--- src/rtl/sd_clk_pkg.sv ---
`default_nettype none
// ============================================================================
// Module   : sd_clk_pkg
// Purpose  : Shared constants and state encoding for the SD clock generator.
// Revision : 1.0 - initial parametrised release
// ============================================================================
package sd_clk_pkg;

    localparam int C_DEFAULT_DIV_W     = 8;
    localparam int C_DEFAULT_RESET_DIV = 62;
    localparam int C_MAX_DIV_W         = 16;

    typedef logic [1:0] sd_clk_state_t;

    localparam sd_clk_state_t C_ST_STOP     = 2'd0;
    localparam sd_clk_state_t C_ST_RUN_LOW  = 2'd1;
    localparam sd_clk_state_t C_ST_RUN_HIGH = 2'd2;

    // Largest divider representable in a counter of the given width.
    function automatic int max_div(input int width);
        return (1 << width) - 1;
    endfunction

endpackage
`default_nettype wire

--- src/rtl/sd_clock_gen.sv ---
`default_nettype none
// ============================================================================
// Module   : sd_clock_gen
// Purpose  : Programmable SD_CLK divider (CLK / 2*(div+1)) with glitch-free
//            reload handshake, stop/resume and rise/fall strobes.
// Revision : 1.0 - initial parametrised release
// ============================================================================
module sd_clock_gen
    import sd_clk_pkg::*;
#(
    parameter int DIV_W     = C_DEFAULT_DIV_W,
    parameter int RESET_DIV = C_DEFAULT_RESET_DIV
)(
    input  logic             CLK,
    input  logic             RST,
    input  logic [DIV_W-1:0] DIVIDER,
    input  logic             DIV_LOAD,
    output logic             DIV_ACK,
    input  logic             CLK_EN,
    output logic             SD_CLK,
    output logic             SD_RISE,
    output logic             SD_FALL,
    output logic             STOPPED
);

    localparam logic [DIV_W-1:0] C_RESET_DIV = DIV_W'(RESET_DIV);
    localparam logic [DIV_W-1:0] C_CNT_ONE   = DIV_W'(1);

    sd_clk_state_t    r_state;
    logic [DIV_W-1:0] r_cnt;
    logic [DIV_W-1:0] r_div_active;
    logic [DIV_W-1:0] r_div_pend;
    logic             r_pending;
    logic             r_sd_clk;
    logic             r_sd_rise;
    logic             r_sd_fall;
    logic             r_div_ack;
    logic             r_stopped;

    sd_clk_state_t    w_state_nxt;
    logic [DIV_W-1:0] w_cnt_nxt;
    logic [DIV_W-1:0] w_div_active_nxt;
    logic [DIV_W-1:0] w_div_pend_nxt;
    logic             w_pending_nxt;
    logic             w_sd_clk_nxt;
    logic             w_rise_nxt;
    logic             w_fall_nxt;
    logic             w_apply;
    logic             w_term;

    // Equality compare ends the phase before the counter could ever wrap.
    assign w_term = (r_cnt == r_div_active);

    always_comb begin
        w_state_nxt  = r_state;
        w_cnt_nxt    = r_cnt;
        w_sd_clk_nxt = r_sd_clk;
        w_rise_nxt   = 1'b0;
        w_fall_nxt   = 1'b0;
        w_apply      = 1'b0;

        case (r_state)
            C_ST_STOP: begin
                w_cnt_nxt    = '0;
                w_sd_clk_nxt = 1'b0;
                w_apply      = r_pending;
                if (CLK_EN) begin
                    w_state_nxt = C_ST_RUN_LOW;
                end
            end

            C_ST_RUN_LOW: begin
                if (!CLK_EN) begin
                    w_state_nxt = C_ST_STOP;
                    w_cnt_nxt   = '0;
                end else if (w_term) begin
                    w_state_nxt  = C_ST_RUN_HIGH;
                    w_cnt_nxt    = '0;
                    w_sd_clk_nxt = 1'b1;
                    w_rise_nxt   = 1'b1;
                end else begin
                    w_cnt_nxt = r_cnt + C_CNT_ONE;
                end
            end

            C_ST_RUN_HIGH: begin
                // High phase always runs to completion; CLK_EN only matters at the fall.
                if (w_term) begin
                    w_state_nxt  = CLK_EN ? C_ST_RUN_LOW : C_ST_STOP;
                    w_cnt_nxt    = '0;
                    w_sd_clk_nxt = 1'b0;
                    w_fall_nxt   = 1'b1;
                    w_apply      = r_pending;
                end else begin
                    w_cnt_nxt = r_cnt + C_CNT_ONE;
                end
            end

            default: begin
                w_state_nxt  = C_ST_STOP;
                w_cnt_nxt    = '0;
                w_sd_clk_nxt = 1'b0;
            end
        endcase
    end

    // A capture in the same cycle as an application keeps the request pending.
    always_comb begin
        w_div_active_nxt = w_apply ? r_div_pend : r_div_active;
        w_div_pend_nxt   = DIV_LOAD ? DIVIDER : r_div_pend;
        if (DIV_LOAD) begin
            w_pending_nxt = 1'b1;
        end else if (w_apply) begin
            w_pending_nxt = 1'b0;
        end else begin
            w_pending_nxt = r_pending;
        end
    end

    always_ff @(posedge CLK or posedge RST) begin
        if (RST) begin
            r_state      <= C_ST_STOP;
            r_cnt        <= '0;
            r_div_active <= C_RESET_DIV;
            r_div_pend   <= '0;
            r_pending    <= 1'b0;
            r_sd_clk     <= 1'b0;
            r_sd_rise    <= 1'b0;
            r_sd_fall    <= 1'b0;
            r_div_ack    <= 1'b0;
            r_stopped    <= 1'b1;
        end else begin
            r_state      <= w_state_nxt;
            r_cnt        <= w_cnt_nxt;
            r_div_active <= w_div_active_nxt;
            r_div_pend   <= w_div_pend_nxt;
            r_pending    <= w_pending_nxt;
            r_sd_clk     <= w_sd_clk_nxt;
            r_sd_rise    <= w_rise_nxt;
            r_sd_fall    <= w_fall_nxt;
            r_div_ack    <= w_apply;
            r_stopped    <= (w_state_nxt == C_ST_STOP);
        end
    end

    assign SD_CLK  = r_sd_clk;
    assign SD_RISE = r_sd_rise;
    assign SD_FALL = r_sd_fall;
    assign DIV_ACK = r_div_ack;
    assign STOPPED = r_stopped;

endmodule
`default_nettype wire

--- config.mk ---
export PLATFORM = sky130hd
export DESIGN_NAME = sd_clock_gen
export DESIGN_NICKNAME = d
export VERILOG_FILES = /design/src/rtl/sd_clk_pkg.sv /design/src/rtl/sd_clock_gen.sv
export SDC_FILE = /design/constraint.sdc
export NUM_CORES = 1
export LEC_CHECK = 0
export CAP_MARGIN = 15
export CELL_PAD_IN_SITES_DETAIL_PLACEMENT = 1
export CELL_PAD_IN_SITES_GLOBAL_PLACEMENT = 2
export CORE_UTILIZATION = 40
export DETAILED_ROUTE_END_ITERATION = 10
export PLACE_DENSITY = 0.83
export SYNTH_ARGS = -nofsm -noshare
export SYNTH_HDL_FRONTEND = slang
export SYNTH_SLANG_ARGS = --single-unit
export TNS_END_PERCENT = 1
--- constraint.sdc ---
create_clock -name CLK -period 3.5 [get_ports CLK]
set_input_delay 0.35 -clock CLK [delete_from_list [all_inputs] [get_ports CLK]]
set_output_delay 0.35 -clock CLK [all_outputs]
set_load 0.02 [all_outputs]
# After elaboration in Yosys (flattened, before gate mapping)
# Cells that the tools add are included.
# Widths: inputs -> output; s select.
op_classes:
  n_addsub: 1
  n_eq_ne: 6
  muxes: 21
  n_reduce_logical: 4
op_table:
  columns: ["op", "n"]
  rows:
  - ["$mux 8", 2]
  - ["$pmux 8 s2", 1]
  - ["$mux 1", 11]
  - ["$add 8x1->8 const B", 1]
  - ["$eq 8x8->1", 1]
  - ["$mux 2", 4]
  - ["$ne 2x2->1 const B", 3]
  - ["$pmux 2 s3", 1]
  - ["$logic_not 2->1", 2]
  - ["$pmux 1 s2", 2]
  - ["$reduce_and 3->1", 1]
  - ["$eq 2x1->1 const B", 1]
  - ["$eq 2x2->1 const B", 1]
  - ["$reduce_bool 2->1", 1]
word_totals:
  word_cells: 42
  inputBits: 12
  ff_bits: 32
  output_inout_bits: 5

# Depth between registers and ports, before layout
depth:
  depth_word: 5
  depth_mapped: 7
  ltp_nobuf: 7

# Worst setup path before layout
# No wires, ideal clock.
synth_timing:
  kind: "reg2reg"
  startpoint: "reg r_div_active[4]"
  endpoint: "reg r_div_active[0]"
  synth_period_minus_slack_ns: 1.759
  path_slack_ns: 1.741
  stages_incl_launch_ff: 7
  arrival_ns: 1.634
  setup_ns: 0.125
  t_required_ns: 3.375
  n_path_buf: 1
  cell_sequence: "dfstp_2 > xnor2_1 > nand4_2 > nor3_4 > o21a_1 > buf_6 > mux2_4"
synth_between:
  elab_chain_cells: 3
synth_rtl:
  columns: ["element", "line", "rtl"]
  rows:
  - ["start: declaration", "sd_clock_gen.sv:31", "logic [DIV_W-1:0] r_div_active;"]
  - ["start signal: assignment", "sd_clock_gen.sv:135", "r_div_active <= w_div_active_nxt;"]
  - ["$eq 8x8->1", "sd_clock_gen.sv:52", "assign w_term = (r_cnt == r_div_active);"]
  - ["$mux 1", "sd_clock_gen.sv:88", "if (w_term) begin"]
  - ["$pmux 1 s2", "sd_clock_gen.sv:62", "case (r_state)"]
  - ["named net w_apply", "sd_clock_gen.sv:48", "logic w_apply;"]
# The timed path passes the listed nets, and every way through them passes these cells.
# A chain may end at the register's enable or synchronous reset.

# Worst setup path after layout
layout_timing:
  startpoint: "reg r_div_active[7]"
  endpoint: "reg r_div_active[6]"
layout_between:
  elab_chain_cells: 3
layout_rtl:
  columns: ["element", "line"]
  rows:
  - ["$eq 8x8->1", "sd_clock_gen.sv:52"]
  - ["$mux 1", "sd_clock_gen.sv:88"]
  - ["$pmux 1 s2", "sd_clock_gen.sv:62"]
# Every way passes these cells.

==> impl_metrics.yaml <==
finish:
  syn_to_final_growth_pct: 24.6
  final_cells: 186
  diodes: 0
  nets: 156
  layout-drive-gt1-share: 0.257
  n_fill_cell: 356
  finish.utilization: 0.536
  design_area_um2: 1840
routing:
  post_drt_wl_per_cell_um: 16.7
  wl_um: 3110
  first_pass_iters: 2
  vias_per_cell: 5.02
  drt_first_iter_violations: 30
  ant_nets: 0
  drc: 0
  vias: 933
timing:
  rsz0062_at_grt: "no"
  finalSetupTns_ps: 0
  finClkSkew_ps: 10.4
  fin_crit_ps: 2130
  hold_viol: 0
  max-slew-margin-rel: 0.553
  tightestPinTransition_ps: 668
  post-route-period-util: 0.608
  setup_viol: 0
  slew_violations: 0
  max_freq_ghz: 0.470
synthesis:
  synth-seq-cells: 32
  synth.cell_area_um2: 1480
  yosys_warnings: 0
  yosys_most_used_dff: "dfrtp_1"
  yosys-top-cells-area: "dfrtp_1 44%, dfstp_2 11%, mux2_4 8.1%"
  synth_edf_count: 0
  synth_fp_nets: 133
  ys_seq_area_frac: 0.546
  synth_cells: 116
  avgSynthCellArea_um2: 12.8
  synthArstFlopShare: 1.00
  ys_types: 29
  yosysTopAreaCell: "dfrtp_1"
  yosys.area.top_type_share: 0.440
grt:
  overflow: 0
  grt_usage: 0.175
  antenna_found_initial: 0
  grt_pass1_vias: 1043
  grt_pass1_wl_um: 5050
  grt_max_degree: 31
pwr:
  power.switching_w: 0.000379
  swShare: 0.289
  p_int_w: 0.000933
  clkPwrFrac: 0.296
  power_frac_seq: 0.418
  powerDensity_nw_per_um2: 711
  combPwrFrac: 0.286
  p_leak_nw: 0.810
  ir_worst_vdd_mv: 0.383
placed_design:
  dp_cells: 177
  gp_congestion: 0.802
  placed_cell_area_um2: 1690
  io_buffers: 16
  hpwlAfterDp_um: 2140
floorplan:
  start_util: 0.430
  fp-row-count: 21
  die_width_um: 62.8
  pin_count: 17
  die_h_um: 62.8
  coreArea_um2: 3440
  die-area_um2: 3950
min_path:
  hold_path.class: "input pin to async pin"
worst_setup_path:
  slowest_stage: "o21a_1"
  critical_path_class: "register to register"
  cp.arrival_ps: 2300
  cp_max_fo: 9
  max_stage_delay_ps: 480
  required_ps: 3670
  reg2reg_to: "r_div_active[6]"
  r2r-start: "r_div_active[7]"
  cp-end-kind: "register"
  crit_path_cell_trace: "xnor2_1 -> nand4_2 -> nor3_4 -> o21a_1 -> mux2_4"
  r2r_setup_slack_ps: 1370
  critPathLaunchType: "register"
  reg2reg_depth: 5
clock_network:
  holdBufCountCts: 0
  clock_sinks: 32
  clock_latency_ps: 280
  cts_tree: "built"
  post_cts_buffers: 0
  htreeDepth: 2
  root_buffer: "clkbuf_8"
  numCtsBuffers: 5
  clk_pin_slew_ps: 70
  cts_buffer_depth: 2
  cts_resized: 0
status:
  outcome: "finished clean"
run:
  maxCapViolations: 0
==> cell usage in the layout, fill, tap and decap left out, types with 6 or more instances in the layout <==
cell type        netlist  layout
nor2_1                12      12
inv_1                  8       8
clkdlybuf4s50_1        0      16
dfrtp_1               26      26
mux2_4                 8       8
clkbuf_8               0       7
xnor2_1                9       9
mux2_2                 8       8
dfstp_2                6       6
==> per-layer routing <==
metal | track usage | share of wire | up-vias
li1 | - | - | 435
met1 | 0.211 | 0.45 | 475
met2 | 0.262 | 0.50 | 17
met3 | 0.0748 | 0.040 | 6
met4 | 0.0959 | 0.016 | 0
met5 | 0 | 0 | -
==> worst max path at each step <==
| stage | start | endpoint | cells after the start |
|---|---|---|---|
| after CTS | r_div_active[7] | r_div_active[6] | 5 |
| final | r_div_active[7] | r_div_active[6] | 5 |
| after floorplan | r_div_active[4] | r_div_active[0] | 6 |
| after global placement | r_div_active[4] | r_div_active[6] | 5 |
| after detailed placement | r_div_active[7] | r_div_active[6] | 5 |
| after global routing | r_cnt[0] | r_div_active[6] | 5 |
==> worst max-delay path: cells and delay by family (launching register included) <==
kind	cells	cell delay [ps]
AO/OA/AOI/OAI	1	480
XOR/XNOR	1	270
multiplexers	1	350
AND/OR/NAND/NOR	2	510
flip-flops	1	410
==> cell usage after synthesis, types with 2 or more instances <==
| master | number |
|---|---|
| dfrtp_1 | 26 |
| dfstp_2 | 6 |
| ha_1 | 5 |
| inv_1 | 8 |
| mux2_2 | 8 |
| mux2_4 | 8 |
| nand2_1 | 4 |
| nand3_1 | 5 |
| nand4_2 | 2 |
| nor2_1 | 12 |
| o21a_1 | 2 |
| xnor2_1 | 9 |
| xor2_1 | 5 |
==> cell families (layout without fill, tap and decap cells) <==
logic type | count (synthesis) | count (layout) | share of synthesized area
and+or+nand+nor | 28 | 28 | 0.102
adders and majority gates | 5 | 5 | 0.0423
buffers and inverters | 10 | 34 | 0.0304
xor gates and xnor gates | 14 | 14 | 0.0828
muxes | 16 | 16 | 0.142
AOI/OAI and AO/OA | 11 | 11 | 0.0541
DFF | 32 | 32 | 0.546
==> sequential cells by signal, summed over array words and instances, names as in the netlist <==
signal        flops
r_div_pend        8
DIV_ACK           1
r_div_active      8
r_pending         1
STOPPED           1
SD_CLK            1
SD_RISE           1
SD_FALL           1
r_state           2
r_cnt             8
==> power by group through the flow <==
stage / clock network (W) / registers, W / logic (W)
after floorplan: 0 / 0.000545 / 0.000279
after global placement: 0 / 0.000544 / 0.000351
after detailed placement: 0 / 0.000553 / 0.000368
after CTS: 0.000398 / 0.000547 / 0.000369
after global routing: 0.000414 / 0.000560 / 0.000411
final: 0.000388 / 0.000548 / 0.000375
==> final cells by class <==
class | instances | area (um2) | area share
Clock inverter | 1 | 30.0 | 0.0163
Clock buffer | 7 | 96.3 | 0.0522
Sequential cell | 32 | 808 | 0.438
Timing Repair Buffer | 18 | 195 | 0.106
Inverter | 8 | 30.0 | 0.0163
Multi-Input combinational cell | 74 | 627 | 0.340
Tap cell | 46 | 57.6 | 0.0312
==> metrics by stage <==
stage	hold slack, ps	total power, W	worst slack [ps]
final	437	0.00131	1370
after global routing	504	0.00138	1250
after CTS	509	0.00131	1360
after detailed placement	494	0.000921	1380
after global placement	473	0.000895	1500
after floorplan	450	0.000824	1740
No activity file was read; power rests on OpenSTA's default activity.
